<file path="src/rtl/simon_pkt_in_gen.sv">
// simon_pkt_in_gen: packet input unit for the SIMON core (multi-packet key assembly, block FIFO).
// Optional define SIMON_SEQ_CHECK_EN adds the count-byte sequence checker driving seqErr.

module simon_pkt_in_gen #(
  parameter int N  = 16,
  parameter int M  = 4,
  parameter int PB = 8,
  parameter int D  = 4
) (
  input  logic                clk,
  input  logic                R,
  input  logic [(PB+2)*8-1:0] in,
  input  logic                newPkt,
  output logic                loadPkt,
  output logic                donePkt,
  output logic [7:0]          infoIN,
  output logic [7:0]          countIN,
  output logic                newKey,
  input  logic                loadKey,
  output logic [M*N-1:0]      KEY,
  output logic                newData,
  input  logic                loadData,
  output logic [2*N-1:0]      blockIN,
  output logic                seqErr
);

  localparam int BW      = 2 * N;
  localparam int PW      = PB * 8;
  localparam int BPP     = PW / BW;
  localparam int KP      = (M * N) / PW;
  localparam int AW      = (D > 1) ? $clog2(D) : 1;
  localparam int BIW     = (BPP > 1) ? $clog2(BPP) : 1;
  localparam int SHW     = (KP > 1) ? $clog2(KP) : 1;
  localparam int MAX_OCC = D - BPP;

  typedef enum logic [2:0] {
    S_IDLE,
    S_CAPT,
    S_UNPACK,
    S_KEYW,
    S_DONE
  } state_e;

  typedef logic [BPP-1:0][BW-1:0] blocks_t;
  typedef logic [KP-1:0][PW-1:0]  shards_t;

  state_e          state_q, state_d;
  logic [PW-1:0]   pkt_q, pkt_d;
  logic            is_key_q, is_key_d;
  logic            valid_q, valid_d;
  logic [7:0]      info_q, info_d;
  logic [7:0]      count_q, count_d;
  logic            load_pkt_q, load_pkt_d;
  logic            done_pkt_q, done_pkt_d;
  shards_t         key_q, key_d;
  logic            new_key_q, new_key_d;
  logic [SHW-1:0]  shard_q, shard_d;
  logic [BIW-1:0]  blk_q, blk_d;
  logic [AW-1:0]   wr_ptr_q, wr_ptr_d;
  logic [AW-1:0]   rd_ptr_q, rd_ptr_d;
  logic [AW:0]     occ_q, occ_d;
  logic            new_data_q, new_data_d;
  logic            ld_data_q, ld_data_d;

  logic [BW-1:0]   mem_q [D];
  blocks_t         pkt_blocks;
  logic            wr_en;
  logic            pop;
  logic            admit;

  logic [7:0]      in_info;
  logic [7:0]      in_count;
  logic [PW-1:0]   in_payload;

`ifdef SIMON_SEQ_CHECK_EN
  logic [7:0]      exp_q, exp_d;
  logic            seq_err_q, seq_err_d;
`endif

  assign in_info    = in[PW+15:PW+8];
  assign in_count   = in[PW+7:PW];
  assign in_payload = in[PW-1:0];
  assign pkt_blocks = pkt_q;

  // A malformed packet is always taken so the link cannot stall on garbage.
  always_comb begin
    admit = 1'b0;
    if (!in_info[7])     admit = 1'b1;
    else if (in_info[5]) admit = !new_key_q;
    else                 admit = (occ_q <= (AW+1)'(MAX_OCC));
  end

  assign pop = loadData && !ld_data_q && new_data_q;

  always_comb begin
    // NOTE: every _d takes its _q value first, so branches that skip a signal cannot infer a latch.
    state_d    = state_q;
    pkt_d      = pkt_q;
    is_key_d   = is_key_q;
    valid_d    = valid_q;
    info_d     = info_q;
    count_d    = count_q;
    load_pkt_d = 1'b0;
    done_pkt_d = 1'b0;
    key_d      = key_q;
    new_key_d  = new_key_q && !loadKey;
    shard_d    = shard_q;
    blk_d      = blk_q;
    wr_en      = 1'b0;
`ifdef SIMON_SEQ_CHECK_EN
    exp_d      = exp_q;
    seq_err_d  = seq_err_q;
`endif

    unique case (state_q)
      S_IDLE: begin
        if (newPkt && admit) begin
          pkt_d      = in_payload;
          info_d     = in_info;
          count_d    = in_count;
          is_key_d   = in_info[5];
          valid_d    = in_info[7];
          load_pkt_d = 1'b1;
          state_d    = S_CAPT;
`ifdef SIMON_SEQ_CHECK_EN
          if (in_info[7]) begin
            if (in_count != exp_q) seq_err_d = 1'b1;
            exp_d = in_count + 8'd1;
          end
`endif
        end
      end
      S_CAPT: begin
        blk_d = '0;
        if (!valid_q)     state_d = S_DONE;
        else if (is_key_q) state_d = S_KEYW;
        else              state_d = S_UNPACK;
      end
      S_UNPACK: begin
        wr_en = 1'b1;
        if (blk_q == BIW'(BPP - 1)) state_d = S_DONE;
        else                        blk_d   = blk_q + 1'b1;
      end
      S_KEYW: begin
        key_d[shard_q] = pkt_q;
        if (shard_q == SHW'(KP - 1)) begin
          new_key_d = 1'b1;
          shard_d   = '0;
        end else begin
          shard_d = shard_q + 1'b1;
        end
        state_d = S_DONE;
      end
      S_DONE: begin
        done_pkt_d = 1'b1;
        state_d    = S_IDLE;
      end
      default: state_d = S_IDLE;
    endcase
  end

  // Write and pop in the same cycle leave occupancy unchanged.
  always_comb begin
    wr_ptr_d = wr_ptr_q + AW'(wr_en);
    rd_ptr_d = rd_ptr_q + AW'(pop);
    occ_d    = occ_q;
    unique case ({wr_en, pop})
      2'b10:   occ_d = occ_q + 1'b1;
      2'b01:   occ_d = occ_q - 1'b1;
      default: occ_d = occ_q;
    endcase
    new_data_d = (occ_d != '0);
    ld_data_d  = loadData;
  end

  always_ff @(posedge clk) begin
    if (R) begin
      state_q    <= S_IDLE;
      pkt_q      <= '0;
      is_key_q   <= 1'b0;
      valid_q    <= 1'b0;
      info_q     <= '0;
      count_q    <= '0;
      load_pkt_q <= 1'b0;
      done_pkt_q <= 1'b0;
      key_q      <= '0;
      new_key_q  <= 1'b0;
      shard_q    <= '0;
      blk_q      <= '0;
      wr_ptr_q   <= '0;
      rd_ptr_q   <= '0;
      occ_q      <= '0;
      new_data_q <= 1'b0;
      ld_data_q  <= 1'b0;
    end else begin
      // NOTE: non-blocking assignments make every flop sample the same pre-edge values.
      state_q    <= state_d;
      pkt_q      <= pkt_d;
      is_key_q   <= is_key_d;
      valid_q    <= valid_d;
      info_q     <= info_d;
      count_q    <= count_d;
      load_pkt_q <= load_pkt_d;
      done_pkt_q <= done_pkt_d;
      key_q      <= key_d;
      new_key_q  <= new_key_d;
      shard_q    <= shard_d;
      blk_q      <= blk_d;
      wr_ptr_q   <= wr_ptr_d;
      rd_ptr_q   <= rd_ptr_d;
      occ_q      <= occ_d;
      new_data_q <= new_data_d;
      ld_data_q  <= ld_data_d;
    end
  end

  // NOTE: FIFO storage has no reset; occupancy gates blockIN, so stale entries are never visible.
  always_ff @(posedge clk) begin
    if (wr_en) mem_q[wr_ptr_q] <= pkt_blocks[blk_q];
  end

`ifdef SIMON_SEQ_CHECK_EN
  always_ff @(posedge clk) begin
    if (R) begin
      exp_q     <= '0;
      seq_err_q <= 1'b0;
    end else begin
      exp_q     <= exp_d;
      seq_err_q <= seq_err_d;
    end
  end
  assign seqErr = seq_err_q;
`else
  assign seqErr = 1'b0;
`endif

  assign loadPkt = load_pkt_q;
  assign donePkt = done_pkt_q;
  assign infoIN  = info_q;
  assign countIN = count_q;
  assign newKey  = new_key_q;
  assign KEY     = key_q;
  assign newData = new_data_q;
  assign blockIN = new_data_q ? mem_q[rd_ptr_q] : '0;

endmodule

</file>
<file path="config.mk">
export PLATFORM = sky130hd
export DESIGN_NAME = simon_pkt_in_gen
export DESIGN_NICKNAME = d
export VERILOG_FILES = /design/src/rtl/simon_pkt_in_gen.sv
export SDC_FILE = /design/constraint.sdc
export NUM_CORES = 1
export LEC_CHECK = 0
export ABC_CLOCK_PERIOD_IN_PS = 5200
export CAP_MARGIN = 25
export CORE_ASPECT_RATIO = 0.7
export CORE_UTILIZATION = 25
export DETAILED_ROUTE_END_ITERATION = 10
export GPL_TIMING_DRIVEN = 0
export SLEW_MARGIN = 25
export SYNTH_ARGS = -nofsm -noshare
export SYNTH_HDL_FRONTEND = slang
export SYNTH_SLANG_ARGS = --single-unit
</file>
<file path="constraint.sdc">
create_clock -name clk -period 5.2 [get_ports clk]
set_input_delay 0.78 -clock clk [delete_from_list [all_inputs] [get_ports clk]]
set_output_delay 0.78 -clock clk [all_outputs]
set_load 0.05 [all_outputs]
</file>
# Word-level counts from Yosys, hierarchy flattened
# Memories as Yosys holds them, arrays and structs flattened. A register that Yosys moved wholly into a read port is not among the register bits.
# Cells that the tools add are included.
# classes
add_sub_neg,6
n_reduce_logical,14
n_shift,0
bitwise_logic,1
order_cmp,4
n_mux,24
n_div,0
multipliers,0
n_eq_ne,8
# ops
operator,count
32-bit two-way mux,3
64-bit bitwise mux,1
64-bit two-way mux,1
1-bit two-way mux,12
3-bit case mux with 4 select lines,1
3-bit two-way mux,3
"3-bit by 2-bit == test with 1-bit output, second input constant",2
3-bit case mux with 2 select lines,1
1-bit logical AND,5
2-bit by 1-bit adder with 2-bit output,2
"2-bit != test, second input constant",2
2-bit AND reduction,2
"3-bit by 1-bit adder with 3-bit output, second input constant",1
"3-bit by 1-bit == test with 1-bit output, second input constant",1
"3-bit == test, second input constant",1
"3-bit by 2-bit less-or-equal comparator with 1-bit output, second input constant",1
1-bit logical NOT,3
3-bit logical NOT,1
3-bit nonzero test,1
"3-bit by 1-bit subtractor with 3-bit output, second input constant",1
"1-bit adder, second input constant",2
"2-bit by 1-bit == test with 1-bit output, second input constant",1
"2-bit == test, second input constant",1
"1-bit by 2-bit < comparator with 1-bit output, second input constant",1
7 further kinds,7
# totals
n_memories,1
wordCells,75
rom_bits,0
ram_bits,128
reg_bits,163
latch_bits,0
output_inout_bits,117
# mem_list
memory,depth,word_bits,rd,rd_ports_with_merged_regs,write_ports,line_no,text
mem_q,4,32,1,1,1,65,logic [BW-1:0] mem_q [D];

# Logic depth before layout (Yosys ltp)
# Gate-level depths: netlist of run 1.
# depth
word_depth,6
depth_mapped,9
ltp_nobuf,8

# Worst setup path after synthesis of run 1
# No wires, ideal clock.
# synth_timing
kind,flip-flop to flip-flop
startpoint,reg state_q[1]
endpoint,mem mem_q[1][0] in the netlist's numbering (enable)
period_less_slack_ps,3606
path_stages_with_launch,5
slack_ps,1594
setup_time_ps,468
arrival_ps,3138
t_required_ps,4732
cell_sequence,dfxtp_1 buf_2 nor2b_1 nand2b_1 nor3b_1
# synth_between
elab_chain_len,4
# synth_lines
item,line_no,text
from (decl),47,"state_e state_q, state_d;"
from (signal assigned),197,state_q <= state_d;
3-bit by 2-bit == test with 1-bit output,115,unique case (state_q)
1-bit two-way mux,115,
1-bit two-way mux,219,if (wr_en) mem_q[wr_ptr_q] <= pkt_blocks[blk_q];
1-bit two-way mux (implied by the code),219,
to (decl),65,
# No other way between the ends.

==> summary.txt, run 1 <==
status = finished, violations left
failing checks = DRC
Yosys warnings = 0
largest fanout on the critical path = 10
Rel. slew slack = 37.2%
Total Routing Usage GR = 14.9%
Hold Startpoint = KEY[3]
fraction of synthesized cell area in xor and xnor cells = 0.298%
H-tree depth = 1
worst hold path depth = 2
WHS = 0.459 ns
max_cap viols = 0
Avg WL per Cell = 19.6 um
Post-Route M1 WL = 16.4 mm
Worst Tran Pin Value = 0.943 ns
Avg Inst Size Synth = 12.4 sq um
CP endpoint kind = output pin
DR vias/cell = 4.36
WP buf/inv = 3
Setup-failing EPs final = 0
Core Util, Final = 33.9%
initial antenna violation count = 1
Starting Density = 25.4%
largest net degree at the start of global routing = 19
fin nets = 1279
Final Hold Vio Count = 0
clk sinks = 288
worst r2r dst = mem_q[1][10]
DR WL met3 = 1.55 mm
Die W = 261 um
sequential fraction of the synthesis area = 59.9%
Synth Area in Compound Gates = 3.63%
drc violations = 4
fin crit share = 75.7%
postcts setup bufs = 0
hold endpoint = KEY[3]
largest family of logic cells by synthesized area = multiplexers
Synth Instances = 947
Worst EP required = 4.42 ns
Synth Cell Area = 0.0118 sq mm
layout cells sized above 1 = 12.8%
arrival time worst endpoint = 3.16 ns
mux cell area share after synthesis = 16.0%
core area = 0.0464 sq mm
Initial DRC Count = 509
Area Growth Syn to Fin = 33.9%
Worst-path clk slew = 0.06 ns
met2 wire length = 16.9 mm
Max Fclk = 254 MHz
Final Slew Violations = 0
slowest CP cell = clkdlybuf4s50_1
clk buf depth = 3
Boundary Pins = 202
Worst path top cell family by delay = buffers and inverters
first-pass GRT wire length = 52.5 mm
Post-CTS Hold Buffers = 0
CTS root buf = clkbuf_16
critical path, cell by cell = buf_2 > clkbuf_1 > mux4_2 > and2_1 > clkdlybuf4s50_1
Crit Path Class = flop to output pin
DRT Pass-1 Iters = 8
synth unique cells = 40
syn nets = 1036
Final Wtd Congestion = 0.791
total gr overflow = 0
Synth Area in Adders = 0.489%
Post-DP HPWL = 26.9 mm
Yosys reg bits = 288
R2R cell count = 6
RSZ-0062 raised after global routing = no
register-to-register path setup slack = 2.82 ns
CP Launch Type = flop
Routed Antenna Nets = 0
min Tclk post-route = 3.94 ns
vias in the first global route = 8056
TritonCTS clock tree = yes
Crit path largest cell delay = 0.82 ns
PwrDens = 340 mW/mm^2
CTS buffer count = 31
WL final = 35.8 mm
PostCTS Resize Cnt = 0
hold crit path type = flop to flop
FP Rows = 66
Layout Skew = 0.0154 ns
Reg-to-Reg Start = state_q[1]
simple-gate area share of the yosys netlist = 15.8%
Peak VDD IR = 0.286 mV
Clock Latency Late Sink = 0.58 ns
leakage power = 5.36 nW
via count = 7975
Die Y = 184 um
DIE AREA = 0.0480 sq mm
Port Buffers = 199
Total Power = 0.00536 W
Highest Signal Layer = met4
-- how the worst max path moves through the flow --
stage | cells past startpoint | startpoint | endpoint
CTS | 5 | rd_ptr_q[1] | blockIN[3]
finish | 5 | rd_ptr_q[1] | blockIN[3]
detailed placement | 5 | rd_ptr_q[1] | blockIN[3]
floorplan | 4 | state_q[1] | mem_q[1][0]
global placement | 4 | state_q[1] | mem_q[1][23]
global route | 5 | rd_ptr_q[1] | blockIN[0]
-- sequential cells by signal, indices dropped and copies added, names as in the netlist, 2 cells and up --
signal,count
mem_q,128
occ_q,3
KEY,64
infoIN,7
pkt_blocks,64
countIN,8
wr_ptr_q,2
rd_ptr_q,2
state_q,3
-- stage by stage --
stage	area, sq um	cells	setup WS, ns	TNS, ns
detailed placement	14700	1769	1.82	0
global route	15800	1828	1.14	0
global placement	14500	1758	-0.791	-39.01
finish	15800	1828	1.26	0
CTS	15700	1827	1.19	0
floorplan	11800	947	1.59	0
-- cells in the final DEF, fill, tap and decap left out, drive strengths merged, types with 14 or more instances in the layout --
cell type,netlist,layout
and2,32,32
mux2i,80,80
dfxtp,160,160
mux4,32,32
nand2,131,131
a21oi,70,70
clkinv,0,14
mux2,32,32
clkdlybuf4s50,0,199
nand2b,164,164
buf,33,44
clkbuf,36,73
edfxtp,128,128
-- cell usage after synthesis, drive strengths merged --
cell	n	share of area (%)
mux2	32	3.1
inv	5	0.16
or2	1	0.053
fa	1	0.17
and2	32	1.7
a21boi	1	0.064
a21oi	70	3.0
o21ai	3	0.13
nor2b	5	0.27
dfxtp	160	27
and3b	2	0.15
o21bai	1	0.064
mux2i	80	6.8
ha	3	0.32
xor2	2	0.15
conb	1	0.032
xnor2	2	0.15
nor2	7	0.22
o311a	1	0.085
and3	1	0.053
a31oi	1	0.053
mux4	32	6.1
a2111oi	1	0.074
buf	33	2.6
nor3	2	0.085
nor4b	1	0.074
o22ai	1	0.053
or3	1	0.053
edfxtp	128	33
nor3b	2	0.13
nand2b	164	8.7
a211oi	1	0.064
o31ai	1	0.064
clkbuf	36	1.1
nand2	131	4.2
nand3b	2	0.13
-- layout make-up --
cell class / count / area [sq um]
inverter: 5 / 18.8
sequential: 288 / 7050
tap: 612 / 766
timing repair buffer: 210 / 2140
clock inverter: 21 / 214
buffer: 69 / 437
antenna: 1 / 2.50
clock buffer: 37 / 841
multi-input combinational: 585 / 4280
fill: 4615 / 30700
-- power breakdown --
part	leakage [nW]	total (W)	internal, W	switching (W)
logic	2.37	0.000559	0.000263	0.000296
clock network	0.514	0.00229	0.00135	0.000939
registers	2.47	0.00251	0.00245	0.0000597
total	5.36	0.00536	0.00406	0.00129
-- tightest hold or removal path: stages (launching register included) --
cell and delay [ns]:
dfxtp_1 0.31, nand2_1 0.05, a21oi_1 0.05
-- metal layers --
layer / up-vias / global-route usage (%)
met5: - / 0
met4: 0 / 4.33
met3: 55 / 2.36
met2: 191 / 24.5
met1: 3972 / 20.1
li1: 3757 / -
-- logic make-up after synthesis --
group,Yosys count
and+or+nand+nor,351
DFF,288
muxes,144
AOI/OAI and AO/OA,81
buffers and inverters,74
adders and majority gates,4
xor gates and xnor gates,4
other,1
Power figures use the tool's default switching activity.
==> run 2: changes to the inputs <==
ABC_CLOCK_PERIOD_IN_PS = 3590   (was 5200)
clock period = 3.59 ns   (was 5.2 ns; I/O delays follow)
==> summary.txt, run 2 (synthesis gave the netlist of run 1 again) <==
Final Hold Vio Count = 0
pre-CTS setup slack = 0.457 ns
H-tree depth = 1
Clock Latency Late Sink = 0.58 ns
switching share of power = 24.2%
Crit Path Class = flop to output pin
clk sinks = 288
R2R cell count = 7
arrival time worst endpoint = 2.86 ns
Final Non-Filler Cells = 1827
max reg flops = 128
vias in the first global route = 8240
Routed Antenna Nets = 0
TritonCTS clock tree = yes
leakage power = 5.40 nW
placed insts = 1769
Worst Tran Pin Value = 0.817 ns
critical path, cell by cell = buf_2 > buf_4 > mux4_2 > and2_1 > clkdlybuf4s50_1
Total Power = 0.00775 W
max_cap viols = 0
fill count = 4567
initial antenna violation count = 1
CP startpoint = rd_ptr_q[0]
Worst EP required = 3.05 ns
layout cells sized above 1 = 13.6%
CP endpoint kind = output pin
FP Rows = 66
failing checks = DRC
slowest CP cell = clkdlybuf4s50_1
first-pass GRT wire length = 52.5 mm
Max Fclk = 294 MHz
Post-DP HPWL = 26.7 mm
Seq pwr share = 46.8%
Die Y = 184 um
Port Buffers = 199
Starting Density = 25.4%
drc violations = 6
Crit path largest cell delay = 0.69 ns
CP endpoint = blockIN[11]
DIE AREA = 0.0480 sq mm
min Tclk post-route = 3.40 ns
clk buf depth = 3
Total Routing Usage GR = 14.9%
clock power share = 42.7%
Final Wtd Congestion = 0.807
Post-CTS Hold Buffers = 0
Avg WL per Cell = 19.7 um
commonest cells after routing, fill and taps aside = 198 x clkdlybuf4s50_1, 164 x nand2b_1, 160 x dfxtp_1
P_int = 0.00587 W
WL final = 35.9 mm
CP Launch Type = flop
Initial DRC Count = 573
most common cell after layout, fill and taps aside = clkdlybuf4s50_1
Final Slew Violations = 0
fin nets = 1279
largest fanout on the critical path = 10
Layout Skew = 0.0153 ns
fin crit share = 94.7%
Reg-to-Reg Start = newData
CTS root buf = clkbuf_16
core area = 0.0464 sq mm
PwrDens = 491 mW/mm^2
PnR worst setup slack = 0.190 ns
Die W = 261 um
hold crit path type = flop to flop
Core Util, Final = 34.0%
Boundary Pins = 202
Peak VDD IR = 0.355 mV
CTS buffer count = 31
Worst-path clk slew = 0.06 ns
status = finished, violations left
via count = 7987
total gr overflow = 0
register-to-register path setup slack = 1.33 ns
Combinational Power Share = 10.5%
largest register by flop count = mem_q
worst r2r dst = newData
Sw Pwr = 0.00187 W
DR vias/cell = 4.37
Area Growth Syn to Fin = 34.2%
n_diodes = 0
DRT Pass-1 Iters = 8
WHS = 0.454 ns
largest net degree at the start of global routing = 20
Rel. slew slack = 45.5%
Setup-failing EPs final = 0
RSZ-0062 raised after global routing = no
run 2: power by group through the flow:
stage / logic [W] / clock network (W) / registers (W)
floorplan: 0.000458 / 0 / 0.00373
global placement: 0.000802 / 0 / 0.00369
detailed placement: 0.000818 / 0 / 0.00369
CTS: 0.000822 / 0.00336 / 0.00362
global route: 0.000865 / 0.00350 / 0.00364
finish: 0.000813 / 0.00331 / 0.00362
run 2: metal layers:
| layer | GRT usage, % | vias to the layer above | wire, um |
|---|---|---|---|
| met5 | 0 | - | 0 |
| met4 | 3.67 | 0 | 880 |
| met2 | 25.4 | 167 | 17300 |
| met3 | 2.29 | 54 | 1400 |
| met1 | 19.8 | 4004 | 16400 |
| li1 | - | 3762 | - |
run 2: cell type report:
| cell class | count | area, sq um | area share, % |
|---|---|---|---|
| buffer | 69 | 443 | 2.81 |
| clock buffer | 39 | 877 | 5.56 |
| clock inverter | 19 | 191 | 1.21 |
| inverter | 5 | 18.8 | 0.119 |
| multi-input combinational | 585 | 4290 | 27.2 |
| sequential | 288 | 7050 | 44.6 |
| tap | 612 | 766 | 4.85 |
| timing repair buffer | 210 | 2160 | 13.7 |
run 2: per-stage QoR:
| step | setup TNS, ns | cell area, sq um |
|---|---|---|
| 2_1_floorplan | 0 | 11800 |
| 3_3_place_gp | -92.98 | 14500 |
| 3_5_place_dp | 0 | 14700 |
| 4_1_cts | 0 | 15800 |
| 5_1_grt | 0 | 15800 |
| 6_report | 0 | 15800 |
run 2: repair_timing:
action,CTS,global route
setup endpoints to repair,23,1
setup buffers,0,0
gates cloned,0,0
resized for setup,4,1
run 2: critical path: cells and delay by family (launching register included):
| kind | cells | cell delay [ns] |
|---|---|---|
| buffers and inverters | 3 | 1.16 |
| flip-flops | 1 | 0.33 |
| multiplexers | 1 | 0.60 |
| AND/OR/NAND/NOR | 1 | 0.19 |
run 2: worst min-delay path by stage:
stage | startpoint | end | cells after the start
after global routing | R | countIN[7] | 3
after global placement | KEY[33] | KEY[33] | 2
final | KEY[29] | KEY[29] | 2
after CTS | R | countIN[7] | 3
after detailed placement | KEY[29] | KEY[29] | 2
after floorplan | pkt_blocks[33] | KEY[33] | 2
==> run 3: changes to the inputs <==
CELL_PAD_IN_SITES_DETAIL_PLACEMENT = 0   (was not set)
CELL_PAD_IN_SITES_GLOBAL_PLACEMENT = 1   (was not set)
CORE_MARGIN = 10   (was not set)
PLACE_DENSITY_LB_ADDON = 0.1   (was not set)
==> summary.txt, run 3 (synthesis gave the netlist of run 1 again) <==
status = completed
max_cap viols = 0
CTS buffer count = 31
Hold Startpoint = KEY[27]
DIE AREA = 0.0563 sq mm
clock power share = 43.7%
clk buf depth = 3
WP buf/inv = 3
gr busiest metal = met2
DR vias/cell = 4.15
CP endpoint kind = output pin
H-tree depth = 1
largest net degree at the start of global routing = 22
clk sinks = 288
Sw Pwr = 0.00189 W
PnR worst setup slack = 0.166 ns
Final Wtd Congestion = 0.718
met2 Track Usage GR = 20.4%
largest register by flop count = mem_q
Die W = 279 um
CP Launch Type = flop
Routed Antenna Nets = 0
met3 Track Usage GR = 3.25%
slowest CP cell = clkdlybuf4s50_1
grt met1 use = 18.9%
Worst EP required = 3.05 ns
Crit path largest cell delay = 0.72 ns
Avg WL per Cell = 21.0 um
layout cells sized above 1 = 13.4%
FP Rows = 66
Crit Path Class = flop to output pin
Layout Skew = 0.0145 ns
leakage power = 5.37 nW
Port Buffers = 199
Worst Tran Pin Value = 0.842 ns
Peak VDD IR = 0.282 mV
Setup-failing EPs final = 0
initial antenna violation count = 1
placed cell areas = 0.0147 sq mm
Rel. slew slack = 43.9%
Worst-path clk slew = 0.06 ns
switching share of power = 23.9%
Clock Latency Late Sink = 0.57 ns
P_int = 0.00602 W
WL final = 38.3 mm
via count = 7579
fin crit share = 95.4%
DRT Pass-1 Iters = 5
Total Routing Usage GR = 13.3%
Starting Density = 25.3%
CP startpoint = rd_ptr_q[0]
pre-CTS setup slack = 0.477 ns
commonest cells after routing, fill and taps aside = 199 x clkdlybuf4s50_1, 164 x nand2b_1, 160 x dfxtp_1
Post-CTS Hold Buffers = 0
largest fanout on the critical path = 10
fin nets = 1278
Combinational Power Share = 10.4%
Final Hold Vio Count = 0
n_diodes = 0
core area = 0.0465 sq mm
Initial DRC Count = 452
post-route cell area = 0.0158 sq mm
postcts setup bufs = 0
hold crit path type = flop to flop
Post-DP HPWL = 29.1 mm
Die Y = 202 um
Boundary Pins = 202
CTS root buf = clkbuf_16
min Tclk post-route = 3.42 ns
Final Slew Violations = 0
Reg-to-Reg Start = newData
Area Growth Syn to Fin = 34.0%
arrival time worst endpoint = 2.89 ns
max reg flops = 128
Max Fclk = 292 MHz
first-pass GRT wire length = 55.6 mm
RSZ-0062 raised after global routing = no
Seq pwr share = 45.8%
most common cell after layout, fill and taps aside = clkdlybuf4s50_1
total gr overflow = 0
critical path, cell by cell = buf_2 > buf_4 > mux4_2 > and2_1 > clkdlybuf4s50_1
Worst path top cell family by delay = buffers and inverters
drc violations = 0
PwrDens = 502 mW/mm^2
vias in the first global route = 7912
TritonCTS clock tree = yes
run 3: cell count changes in the layout (fill, tap and decap cells not counted), sizes merged, moves of 2 or more:
cell / before / now
buf: 44 / 42
bufinv: 3 / 7
clkbuf: 75 / 73
clkinv: 13 / 9
clkinvlp: 2 / 5
run 3: what timing repair did:
item / CTS / global route
pin swaps: 0 / 0
gates resized for setup: 2 / 3
setup endpoints to repair: 14 / 10
run 3: routing by layer:
| metal | wire [um] | share of wire, % |
|---|---|---|
| met5 | 0 | 0 |
| met4 | 490 | 1.3 |
| met3 | 1990 | 5.2 |
| met2 | 17000 | 44 |
| met1 | 18800 | 49 |
run 3: layout make-up:
cell class / instances / area [sq um]
Timing Repair Buffer: 209 / 2120
Fill cell: 4663 / 30700
Clock buffer: 36 / 805
Buffer: 69 / 443
Multi-Input combinational cell: 585 / 4290
Inverter: 5 / 18.8
Clock inverter: 21 / 282
Tap cell: 612 / 766
Sequential cell: 288 / 7050
run 3: per-stage QoR:
step	total power (W)	util (%)	hold WS, ns	cells	TNS, ns
CTS	0.00804	33.9	0.456	1825	0
finish	0.00791	33.9	0.453	1825	0
global placement	0.00454	31.3	0.444	1758	-90.39
global route	0.00823	33.9	0.481	1825	0
floorplan	0.00419	-	0.442	947	0
detailed placement	0.00454	31.6	0.447	1768	0
run 3: worst register-to-register path, stage by stage (launching register included):
cell and delay [ns]:
dfxtp_1 0.61, and3b_1 0.32, ha_1 0.22, inv_1 0.06, fa_1 0.37, xor2_1 0.16
or3_1 0.33, a31oi_1 0.18
run 3: worst paths after layout:
kind                      end  slack [ns]  cells after the start
setup / recovery  blockIN[15]        0.17                      5
hold / removal        KEY[27]        0.45                      2
setup reg to reg      newData        1.27                      7
hold reg to reg       KEY[27]        0.45                      2
run 3: power by group through the flow:
stage               logic [W]  clock network [W]  registers (W)
finish               0.000824            0.00346        0.00363
global route         0.000885            0.00370        0.00364
CTS                  0.000841            0.00357        0.00363
detailed placement   0.000837                  0        0.00370
global placement     0.000834                  0        0.00370
floorplan            0.000458                  0        0.00373
